<file path="src/rtl/seq_muldiv_unit_if.sv">
// Request and write-back bundle between the register file and seq_muldiv_unit.
// The master issues operations; the slave (the unit) returns results.
interface seq_muldiv_unit_if #(
    parameter int unsigned WIDTH = 8,
    parameter int unsigned AW    = 3
);
    logic             start;
    logic [1:0]       op;
    logic [WIDTH-1:0] a;
    logic [WIDTH-1:0] b;
    logic [AW-1:0]    dest;
    logic             busy;
    logic             done;
    logic [WIDTH-1:0] wb_data;
    logic [AW-1:0]    wb_addr;
    logic             wb_en;
    logic [WIDTH-1:0] hi;
    logic             div_by_zero;

    modport master (
        output start, op, a, b, dest,
        input  busy, done, wb_data, wb_addr, wb_en, hi, div_by_zero
    );

    modport slave (
        input  start, op, a, b, dest,
        output busy, done, wb_data, wb_addr, wb_en, hi, div_by_zero
    );
endinterface

</file>
<file path="src/rtl/seq_muldiv_unit.sv">
// Bit-serial multiply/divide unit that writes results back through its own write port.
// Define MULDIV_SIGNED_EN to enable two's-complement signed mode selected by op[1].
module seq_muldiv_unit #(
    parameter int unsigned WIDTH = 8,
    parameter int unsigned AW    = 3
) (
    input logic              clk,
    input logic              rst,
    seq_muldiv_unit_if.slave bus
);
    localparam int unsigned   CW      = (WIDTH > 1) ? $clog2(WIDTH) : 1;
    localparam logic [CW-1:0] CntLast = CW'(WIDTH - 1);

    typedef enum logic [1:0] {StIdle, StRun, StWb} state_e;

    state_e           state_q, state_d;
    logic [CW-1:0]    cnt_q, cnt_d;
    logic             is_div_q, is_div_d;
    logic [WIDTH-1:0] opnd_q, opnd_d;  // multiplicand for MUL, divisor for DIV
    logic [WIDTH-1:0] acc_hi_q, acc_hi_d, acc_lo_q, acc_lo_d;
    logic [AW-1:0]    dest_q, dest_d;
    logic             busy_q, busy_d, done_q, done_d, wb_en_q, wb_en_d, dbz_q, dbz_d;
    logic [WIDTH-1:0] wb_data_q, wb_data_d, hi_q, hi_d;
    logic [AW-1:0]    wb_addr_q, wb_addr_d;

    logic [WIDTH:0]   mul_sum, div_trial;
    logic [WIDTH-1:0] step_hi, step_lo, res_hi, res_lo, in_a, in_b;

`ifdef MULDIV_SIGNED_EN
    logic               neg_lo_q, neg_lo_d, neg_hi_q, neg_hi_d, sign_a, sign_b;
    logic [2*WIDTH-1:0] prod_neg;

    always_comb begin
        sign_a = bus.op[1] & bus.a[WIDTH-1];
        sign_b = bus.op[1] & bus.b[WIDTH-1];
        in_a   = sign_a ? -bus.a : bus.a;
        in_b   = sign_b ? -bus.b : bus.b;
    end
`else
    logic unused_op;
    assign unused_op = bus.op[1];
    assign in_a      = bus.a;
    assign in_b      = bus.b;
`endif

    // One datapath step: MUL shifts the product right, DIV shifts the remainder left.
    always_comb begin
        mul_sum   = {1'b0, acc_hi_q} + (acc_lo_q[0] ? {1'b0, opnd_q} : '0);
        div_trial = {acc_hi_q, acc_lo_q[WIDTH-1]} - {1'b0, opnd_q};
        if (!is_div_q) begin
            step_hi = mul_sum[WIDTH:1];
            step_lo = {mul_sum[0], acc_lo_q[WIDTH-1:1]};
        end else if (!div_trial[WIDTH]) begin
            step_hi = div_trial[WIDTH-1:0];
            step_lo = {acc_lo_q[WIDTH-2:0], 1'b1};
        end else begin
            step_hi = {acc_hi_q[WIDTH-2:0], acc_lo_q[WIDTH-1]};
            step_lo = {acc_lo_q[WIDTH-2:0], 1'b0};
        end
    end

    always_comb begin
        res_hi = step_hi;
        res_lo = step_lo;
`ifdef MULDIV_SIGNED_EN
        prod_neg = -{step_hi, step_lo};
        if (is_div_q) begin
            if (neg_lo_q) res_lo = -step_lo;
            if (neg_hi_q) res_hi = -step_hi;
        end else if (neg_lo_q) begin
            {res_hi, res_lo} = prod_neg;
        end
`endif
    end

    always_comb begin
        state_d   = state_q;
        cnt_d     = cnt_q;
        is_div_d  = is_div_q;
        opnd_d    = opnd_q;
        acc_hi_d  = acc_hi_q;
        acc_lo_d  = acc_lo_q;
        dest_d    = dest_q;
        busy_d    = busy_q;
        done_d    = 1'b0;
        wb_en_d   = 1'b0;
        dbz_d     = dbz_q;
        wb_data_d = wb_data_q;
        hi_d      = hi_q;
        wb_addr_d = wb_addr_q;
`ifdef MULDIV_SIGNED_EN
        neg_lo_d  = neg_lo_q;
        neg_hi_d  = neg_hi_q;
`endif
        unique case (state_q)
            StIdle: begin
                if (bus.start) begin
                    is_div_d = bus.op[0];
                    dest_d   = bus.dest;
                    busy_d   = 1'b1;
                    cnt_d    = '0;
                    opnd_d   = bus.op[0] ? in_b : in_a;
                    acc_lo_d = bus.op[0] ? in_a : in_b;
                    acc_hi_d = '0;
`ifdef MULDIV_SIGNED_EN
                    neg_lo_d = sign_a ^ sign_b;
                    neg_hi_d = sign_a;
`endif
                    if (bus.op[0] && bus.b == '0) begin
                        state_d   = StWb;
                        done_d    = 1'b1;
                        wb_en_d   = (bus.dest != '0);
                        wb_addr_d = bus.dest;
                        wb_data_d = '1;
                        hi_d      = bus.a;
                        dbz_d     = 1'b1;
                    end else begin
                        state_d = StRun;
                    end
                end
            end
            StRun: begin
                acc_hi_d = step_hi;
                acc_lo_d = step_lo;
                cnt_d    = cnt_q + 1'b1;
                if (cnt_q == CntLast) begin
                    state_d   = StWb;
                    done_d    = 1'b1;
                    wb_en_d   = (dest_q != '0);
                    wb_addr_d = dest_q;
                    wb_data_d = res_lo;
                    hi_d      = res_hi;
                    dbz_d     = 1'b0;
                end
            end
            StWb: begin
                state_d = StIdle;
                busy_d  = 1'b0;
            end
            default: state_d = StIdle;
        endcase
    end

    always_ff @(posedge clk or negedge rst) begin
        if (!rst) begin
            state_q   <= StIdle;
            cnt_q     <= '0;
            is_div_q  <= 1'b0;
            opnd_q    <= '0;
            acc_hi_q  <= '0;
            acc_lo_q  <= '0;
            dest_q    <= '0;
            busy_q    <= 1'b0;
            done_q    <= 1'b0;
            wb_en_q   <= 1'b0;
            dbz_q     <= 1'b0;
            wb_data_q <= '0;
            hi_q      <= '0;
            wb_addr_q <= '0;
`ifdef MULDIV_SIGNED_EN
            neg_lo_q  <= 1'b0;
            neg_hi_q  <= 1'b0;
`endif
        end else begin
            state_q   <= state_d;
            cnt_q     <= cnt_d;
            is_div_q  <= is_div_d;
            opnd_q    <= opnd_d;
            acc_hi_q  <= acc_hi_d;
            acc_lo_q  <= acc_lo_d;
            dest_q    <= dest_d;
            busy_q    <= busy_d;
            done_q    <= done_d;
            wb_en_q   <= wb_en_d;
            dbz_q     <= dbz_d;
            wb_data_q <= wb_data_d;
            hi_q      <= hi_d;
            wb_addr_q <= wb_addr_d;
`ifdef MULDIV_SIGNED_EN
            neg_lo_q  <= neg_lo_d;
            neg_hi_q  <= neg_hi_d;
`endif
        end
    end

    assign bus.busy        = busy_q;
    assign bus.done        = done_q;
    assign bus.wb_en       = wb_en_q;
    assign bus.wb_data     = wb_data_q;
    assign bus.wb_addr     = wb_addr_q;
    assign bus.hi          = hi_q;
    assign bus.div_by_zero = dbz_q;
endmodule

</file>
<file path="src/flat_wrapper.sv">
// flat-port wrapper written by rule: the top's interface ports become plain ports
module seq_muldiv_unit_flat 
#(
    parameter int unsigned WIDTH = 8,
    parameter int unsigned AW    = 3
)
  (clk, rst, bus_start, bus_op, bus_a, bus_b, bus_dest, bus_busy, bus_done, bus_wb_data, bus_wb_addr, bus_wb_en, bus_hi, bus_div_by_zero);
  seq_muldiv_unit_if #(.WIDTH(WIDTH), .AW(AW)) bus_i ();
  input logic clk;
  input logic rst;
  input wire logic [$bits(bus_i.start)-1:0] bus_start;
  input wire logic [$bits(bus_i.op)-1:0] bus_op;
  input wire logic [$bits(bus_i.a)-1:0] bus_a;
  input wire logic [$bits(bus_i.b)-1:0] bus_b;
  input wire logic [$bits(bus_i.dest)-1:0] bus_dest;
  output wire logic [$bits(bus_i.busy)-1:0] bus_busy;
  output wire logic [$bits(bus_i.done)-1:0] bus_done;
  output wire logic [$bits(bus_i.wb_data)-1:0] bus_wb_data;
  output wire logic [$bits(bus_i.wb_addr)-1:0] bus_wb_addr;
  output wire logic [$bits(bus_i.wb_en)-1:0] bus_wb_en;
  output wire logic [$bits(bus_i.hi)-1:0] bus_hi;
  output wire logic [$bits(bus_i.div_by_zero)-1:0] bus_div_by_zero;
  assign bus_i.start = bus_start;
  assign bus_i.op = bus_op;
  assign bus_i.a = bus_a;
  assign bus_i.b = bus_b;
  assign bus_i.dest = bus_dest;
  assign bus_busy = bus_i.busy;
  assign bus_done = bus_i.done;
  assign bus_wb_data = bus_i.wb_data;
  assign bus_wb_addr = bus_i.wb_addr;
  assign bus_wb_en = bus_i.wb_en;
  assign bus_hi = bus_i.hi;
  assign bus_div_by_zero = bus_i.div_by_zero;
  seq_muldiv_unit #(.WIDTH(WIDTH), .AW(AW)) u_core (.clk(clk), .rst(rst), .bus(bus_i));
endmodule
</file>
<file path="config.mk">
export PLATFORM = sky130hd
export DESIGN_NAME = seq_muldiv_unit_flat
export DESIGN_NICKNAME = d
export VERILOG_FILES = /design/src/rtl/seq_muldiv_unit_if.sv /design/src/rtl/seq_muldiv_unit.sv /design/src/flat_wrapper.sv
export SDC_FILE = /design/constraint.sdc
export NUM_CORES = 1
export LEC_CHECK = 0
export ABC_CLOCK_PERIOD_IN_PS = 2700
export CORE_ASPECT_RATIO = 0.8
export CORE_MARGIN = 5
export CORE_UTILIZATION = 55
export CTS_CLUSTER_DIAMETER = 100
export DETAILED_ROUTE_END_ITERATION = 10
export PLACE_DENSITY = 0.8
export RECOVER_POWER = 50
export SLEW_MARGIN = 20
export SYNTH_ARGS = -nofsm -noshare
export SYNTH_HDL_FRONTEND = slang
export SYNTH_SLANG_ARGS = --single-unit
export TNS_END_PERCENT = 100
</file>
<file path="constraint.sdc">
create_clock -name clk -period 2.7 [get_ports clk]
set_input_delay 0.81 -clock clk [delete_from_list [all_inputs] [get_ports clk]]
set_output_delay 0.81 -clock clk [all_outputs]
set_load 0.02 [all_outputs]
</file>
# Word-level counts from Yosys, hierarchy flattened
# Index checks and enable logic that the tools add are counted.
[totals] ff_bits=56 input_bits=24 output_inout_bits=23 word_cells=78
[classes] addsub=3 eq_ne=6 muxes=43 reduce_logical=12
[op_table] cell="two-way mux 8 bit" count=14
[op_table] cell="one-hot mux 8 bit (2 select lines)" count=4
[op_table] cell="two-way mux 3 bit" count=4
[op_table] cell="one-hot mux 3 bit (2 select lines)" count=2
[op_table] cell="two-way mux 1 bit" count=11
[op_table] cell="adder 8 x 9 -> 9 bit" count=1
[op_table] cell="subtractor 9 x 8 -> 9 bit" count=1
[op_table] cell="logical NOT 8 bit" count=1
[op_table] cell="one-hot mux 1 bit (2 select lines)" count=4
[op_table] cell="AND reduction 2 bit" count=4
[op_table] cell="two-way mux 2 bit" count=3
[op_table] cell="nonzero test 3 bit" count=2
[op_table] cell="inequality test 2 x 1 -> 1 bit, second input constant" count=2
[op_table] cell="one-hot mux 2 bit (2 select lines)" count=1
[op_table] cell="AND reduction 4 bit" count=1
[op_table] cell="nonzero test 2 bit" count=2
[op_table] cell="adder 3 x 1 -> 3 bit, second input constant" count=1
[op_table] cell="equality test 3 bit, second input constant" count=1
[op_table] cell="equality test 2 x 1 -> 1 bit, second input constant" count=1
[op_table] cell="equality test 2 bit, second input constant" count=1
[op_table] cell="logical NOT 2 bit" count=1
[op_table] cell="inequality test 2 bit, second input constant" count=1
[op_table] cell="logical AND 1 bit" count=1

# Logic depth before layout (Yosys ltp)
# Gate-level depths: netlist of the first run.
[depth] ltp_word=5 depth_mapped=11 depth_no_buf=10

# Worst setup path after synthesis of the first run
# OpenSTA, ideal clock, no wires.
[synth_timing] kind="reg-to-reg" from="register u_core.acc_lo_q[7]" to="register u_core.acc_hi_q[4]" setup_ps=122 arrival_time_ps=2272 required_time_ps=2578 slack_ps=306 stages_incl_launch_ff=11 n_path_buf=0 synth_period_minus_slack_ps=2394 cell_sequence="dfrtp_1 -> inv_1 -> ha_1 -> inv_1 -> fa_1 -> a211oi_2 -> o21ai_2 -> o31a_2 -> nand2_1 -> o211ai_1 -> a32o_1"
[synth_via] elab_chain_len=4
[synth_rtl] element="start: declaration" line_no="seq_muldiv_unit.sv:20" text="logic [WIDTH-1:0] acc_hi_q, acc_hi_d, acc_lo_q, acc_lo_d;"
[synth_rtl] element="start signal: assignment" line_no="seq_muldiv_unit.sv:170" text="acc_lo_q <= acc_lo_d;"
[synth_rtl] element="subtractor 9 x 8 -> 9 bit" line_no="seq_muldiv_unit.sv:49" text="div_trial = {acc_hi_q, acc_lo_q[WIDTH-1]} - {1'b0, opnd_q};"
[synth_rtl] element="two-way mux 8 bit" line_no="seq_muldiv_unit.sv:53" text="end else if (!div_trial[WIDTH]) begin"
[synth_rtl] element="two-way mux 8 bit" line_no="seq_muldiv_unit.sv:50" text="if (!is_div_q) begin"
[synth_rtl] element="one-hot mux 8 bit (2 select lines)" line_no="seq_muldiv_unit.sv:95" text="unique case (state_q)"
[synth_rtl] element="end signal: assignment" line_no="seq_muldiv_unit.sv:169" text="acc_hi_q <= acc_hi_d;"
[synth_rtl] element="end: declaration" line_no="seq_muldiv_unit.sv:20"
# No other way between the ends.
# A chain may end at the register's enable or synchronous reset.

# Final worst setup path of the first run
[layout_timing] from="register u_core.acc_lo_q[7]" to="register u_core.hi_q[3] (netlist: u_core.bus.hi[3])"
[layout_via] elab_chain_len=5
[layout_rtl] element="subtractor 9 x 8 -> 9 bit" line_no="seq_muldiv_unit.sv:49"
[layout_rtl] element="two-way mux 8 bit" line_no="seq_muldiv_unit.sv:53"
[layout_rtl] element="two-way mux 8 bit" line_no="seq_muldiv_unit.sv:50"
[layout_rtl] element="two-way mux 8 bit" line_no="seq_muldiv_unit.sv:126" text="if (cnt_q == CntLast) begin"
[layout_rtl] element="one-hot mux 8 bit (2 select lines)" line_no="seq_muldiv_unit.sv:95"
[layout_rtl] element="end signal: assignment" line_no="seq_muldiv_unit.sv:177" text="hi_q <= hi_d;"
[layout_rtl] element="end: declaration" line_no="seq_muldiv_unit.sv:23" text="logic [WIDTH-1:0] wb_data_q, wb_data_d, hi_q, hi_d;"
# No other way between the ends. The select of a mux whose other input is x is not followed.

==> summary.md, run 1 <==
Classification of the worst setup path: reg -> reg. Clock-pin slew was measured on the worst setup and hold paths at 110 ps. The total nets after synthesis was 406. For this design, the sink count on the clock tree is 56. For the final database, setup skew stands at 6.575 ps. The congestion estimate from routability-driven global placement came to 0.9026. In the finished design, the share of the clock period the worst path needs comes to 97.74%. The finished layout holds 501 standard cells, fillers aside. The share of synthesized area occupied by flip-flops and latches was 40.40%; the via count of the first global-routing pass was 3063. The number of synthesized flops with an enable pin came out at 0. For this block, the via count after detailed routing is 3088. The post-cts hold buffer count was 0. The total routing resource utilization after global routing is 23.91%, and the quantity of I/O buffers inserted on ports is 45. Adding up every negative setup slack in the final design gives 0 ps. Once placement completed, the tool counted placed cells totaling 491. After detailed placement, the total cell area comes to 4111 sq um. The synthesized-area fraction occupied by xor and xnor cells was 2.020%; the arithmetic-cell share of the synthesized area counting full adders, half adders and majority gates was 7.648%.

Clock tree root driver cell: sky130_fd_sc_hd__clkbuf_8. The count of unresolved DRC violations after routing was 0; the data required time at the worst endpoint was 2910 ps. STA classifies the critical path endpoint as a register. The flow ran to the end, and the final reports show no timing, DRC or antenna violations. The worst setup path is launched from a register. The final critical delay including setup and external delays was 2639 ps. Summing the areas of all compound-gate instances in the mapped netlist gives 25.11% of the synthesized area. The routed design has 9.187 mm of wire. Summing the areas of all and, or, nand and nor instances in the mapped netlist gives 15.40% of the synthesized area.

The logs give 63 for the number of library cell types mapped by synthesis and 2 for the maximum count of clock buffers along a single path. The classification of the worst-slack hold path was reg -> reg. Ratio of routed vias to standard cells: 6.164. The first global-routing pass estimated 15.24 mm of wire. The floorplan step defined a die boundary enclosing 8004 sq um. At the pin with the least slew margin, the transition time is 1375 ps. The DRC violation total after the first TritonRoute iteration was 261; the power per unit of standard cell area was 1378 nW/um^2. Number of hold violations in the final report: 0. The total half-perimeter wirelength after legalization and detailed placement was 6.941 mm; the number of top-level pins was 47. The number of antenna violations at the first check in global routing is 0, and the effective utilization at floorplan is 57.75%.

Final routed wire length divided by cell count: 18.34 microns. Before CTS, the worst setup slack after placement is -103.0 ps. The tools report the H-tree depth reported by CTS as 2. Setup repair after global routing could not meet its margin everywhere.

Maximum achievable frequency: 0.3789 GHz. Before antenna repair, the detailed router went through 5 iterations. Headroom to the max-slew limit came out at 8.316%. The final non-filler cell area was 4215 sq um; the average footprint of a synthesized cell was 9.581 sq um. The worst-path maximum fanout is 8, and the final hold slack is 506.7 ps. Across the VDD grid, the largest voltage drop is 0.7225 mV. Summing every instance area after synthesis gives 3468 sq um.

After floorplanning, the core was divided into 25 placement rows. Most common cell after layout, fill and taps aside: sky130_fd_sc_hd__dfrtp_1. The flip-flop and latch count after synthesis was 56. The area of the core region is 6006 sq um. In this run the remaining antenna-violating nets after routing total 0. The library cells used most frequently in the layout, excluding fill and tap cells, are sky130_fd_sc_hd__dfrtp_1, sky130_fd_sc_hd__clkdlybuf4s50_1, sky130_fd_sc_hd__nor2_1. TritonCTS built the clock tree. The share of flip-flops with an asynchronous set or reset after synthesis was 100.0%; the count of mapped cells out of synthesis was 362. After the last flow step, the layout net total stands at 463. The dominant combinational cell family by area after synthesis is compound AO/OA/AOI/OAI gates.

The run gives 0 as the number of maximum-capacitance constraint violations. In this run, CTS created clock tree buffers numbering 5. The multiplexer area fraction after synthesis works out to 5.303%.

The tools report the static leakage as 1.882 nW. The data arrival time of the critical path was 2850 ps. At the end of the flow the core is filled with cells to 70.19%. The logs give 0 for the count of final max-slew check failures and 57 for the pin count of the biggest net entering global routing. The die height is 81.03 microns. For this run the aggregate overflow at the end of global routing stands at 0. Summing internal, switching and leakage power gives 5.809 mW. Among all flip-flop cells after synthesis, the most frequent one is sky130_fd_sc_hd__dfrtp_1. Relative to the synthesized area, the layout overhead comes to 21.54%. The post-route netlist has 12.38% of its cells at a drive strength greater than 1. The floorplan step set the die width to 98.79 microns. The repair_antennas step left the layout with diodes totalling 0. For the worst-skew pair, the clock arrives at the later sink with an insertion delay of 310 ps.

The final setup slack of the worst path was 61.12 ps. For this run, the number of Yosys warnings is 0. Setup violations remaining at the end of the flow were counted as 0.
layout make-up:
cell class / count / area [sq um]
clock buffer: 6 / 82.58
clock inverter: 2 / 13.76
fill: 480 / 1790
inverter: 18 / 67.56
multi-input combinational: 272 / 1936
sequential: 56 / 1401
tap: 81 / 101.3
timing repair buffer: 66 / 613.1
synth_stat cells, types with 5 or more instances:
library cell                n  area [sq um]
sky130_fd_sc_hd__a211oi_1  16         120.1
sky130_fd_sc_hd__a21o_1    10         75.07
sky130_fd_sc_hd__a21oi_1   23         115.1
sky130_fd_sc_hd__a31oi_1    5         31.28
sky130_fd_sc_hd__and2_1    11         68.82
sky130_fd_sc_hd__clkbuf_1  10         37.54
sky130_fd_sc_hd__dfrtp_1   56          1401
sky130_fd_sc_hd__ha_1      18         225.2
sky130_fd_sc_hd__inv_1     17         63.81
sky130_fd_sc_hd__mux2i_1   15         150.1
sky130_fd_sc_hd__nand2_1   26         97.59
sky130_fd_sc_hd__nand3_1    7         35.03
sky130_fd_sc_hd__nor2_1    28         105.1
sky130_fd_sc_hd__nor2b_1    9         56.30
sky130_fd_sc_hd__nor3_1    10         50.05
sky130_fd_sc_hd__o21ai_0   17         85.08
sky130_fd_sc_hd__o22ai_1    5         31.28
sky130_fd_sc_hd__o31ai_1    5         37.54
what timing repair did:
item                                    in CTS  in global routing
pin swaps                                    2                  2
setup buffers                                2                  0
gates cloned                                 0                  0
hold endpoints to repair                     0                  0
endpoints found under the setup margin       3                  8
resized for setup                            1                  3
critical path, stage by stage, from the launching register on:
cell                       delay, ps
sky130_fd_sc_hd__dfrtp_1         390
sky130_fd_sc_hd__inv_1           120
sky130_fd_sc_hd__ha_2            210
sky130_fd_sc_hd__inv_1            50
sky130_fd_sc_hd__fa_2            370
sky130_fd_sc_hd__a211oi_2        230
sky130_fd_sc_hd__o21ai_2         130
sky130_fd_sc_hd__buf_4           160
sky130_fd_sc_hd__and4_4          230
sky130_fd_sc_hd__nor4_4          280
sky130_fd_sc_hd__a211oi_2         80
sky130_fd_sc_hd__o31ai_1         260
flip-flops by register name, indices dropped and copies added, names as in the netlist:
| register | cells |
|---|---|
| u_core.cnt_q | 3 |
| u_core.state_q | 2 |
| u_core.bus.done | 1 |
| u_core.bus.div_by_zero | 1 |
| u_core.bus.wb_data | 8 |
| u_core.bus.hi | 8 |
| u_core.opnd_q | 8 |
| u_core.bus.wb_en | 1 |
| u_core.acc_lo_q | 8 |
| u_core.bus.busy | 1 |
| u_core.bus.wb_addr | 3 |
| u_core.is_div_q | 1 |
| u_core.dest_q | 3 |
| u_core.acc_hi_q | 8 |
per-layer routing:
metal	up-vias	part of all wire, %	track usage (%)
li1	1444	-	-
met1	1495	46	34.64
met2	133	46	35.99
met3	16	6.8	4.378
met4	0	1.6	8.595
met5	-	0	0
path summary, 6_finish.rpt:
path | startpoint | slack, ps | endpoint | cells after the start
setup / recovery | u_core.acc_lo_q[7]$_DFFE_PN0P_ | 60 | u_core.bus.hi[3]$_DFFE_PN0P_ | 11
hold / removal | u_core.acc_lo_q[6]$_DFFE_PN0P_ | 510 | u_core.acc_lo_q[6]$_DFFE_PN0P_ | 2
setup reg to reg | u_core.acc_lo_q[7]$_DFFE_PN0P_ | 60 | u_core.bus.hi[3]$_DFFE_PN0P_ | 11
hold reg to reg | u_core.acc_lo_q[6]$_DFFE_PN0P_ | 510 | u_core.acc_lo_q[6]$_DFFE_PN0P_ | 2
max in group asynchronous | rst | 980 | u_core.acc_lo_q[1]$_DFFE_PN0P_ | 2
min in group asynchronous | rst | 880 | u_core.acc_hi_q[4]$_DFFE_PN0P_ | 2
report_power, final:
part           internal [mW]  switching, mW
Sequential              1.24          0.358
Combinational           1.70           2.01
Clock                  0.211          0.290
cells by family (layout without fill, tap and decap cells):
group | after synthesis | in the layout
flops | 56 | 56
buf+inv | 34 | 92
compound gates | 122 | 122
simple gates | 104 | 104
mux | 18 | 18
xor+xnor | 8 | 8
fa+ha+maj | 20 | 20
Note: power is estimated with default switching activity, not from simulation.
==> inputs of run 2 (changes only) <==
Settings changed: ABC_CLOCK_PERIOD_IN_PS 2700 to default.
==> results of run 2 <==
Same layout as run 1: the final DEF is identical, and so are final timing and power.
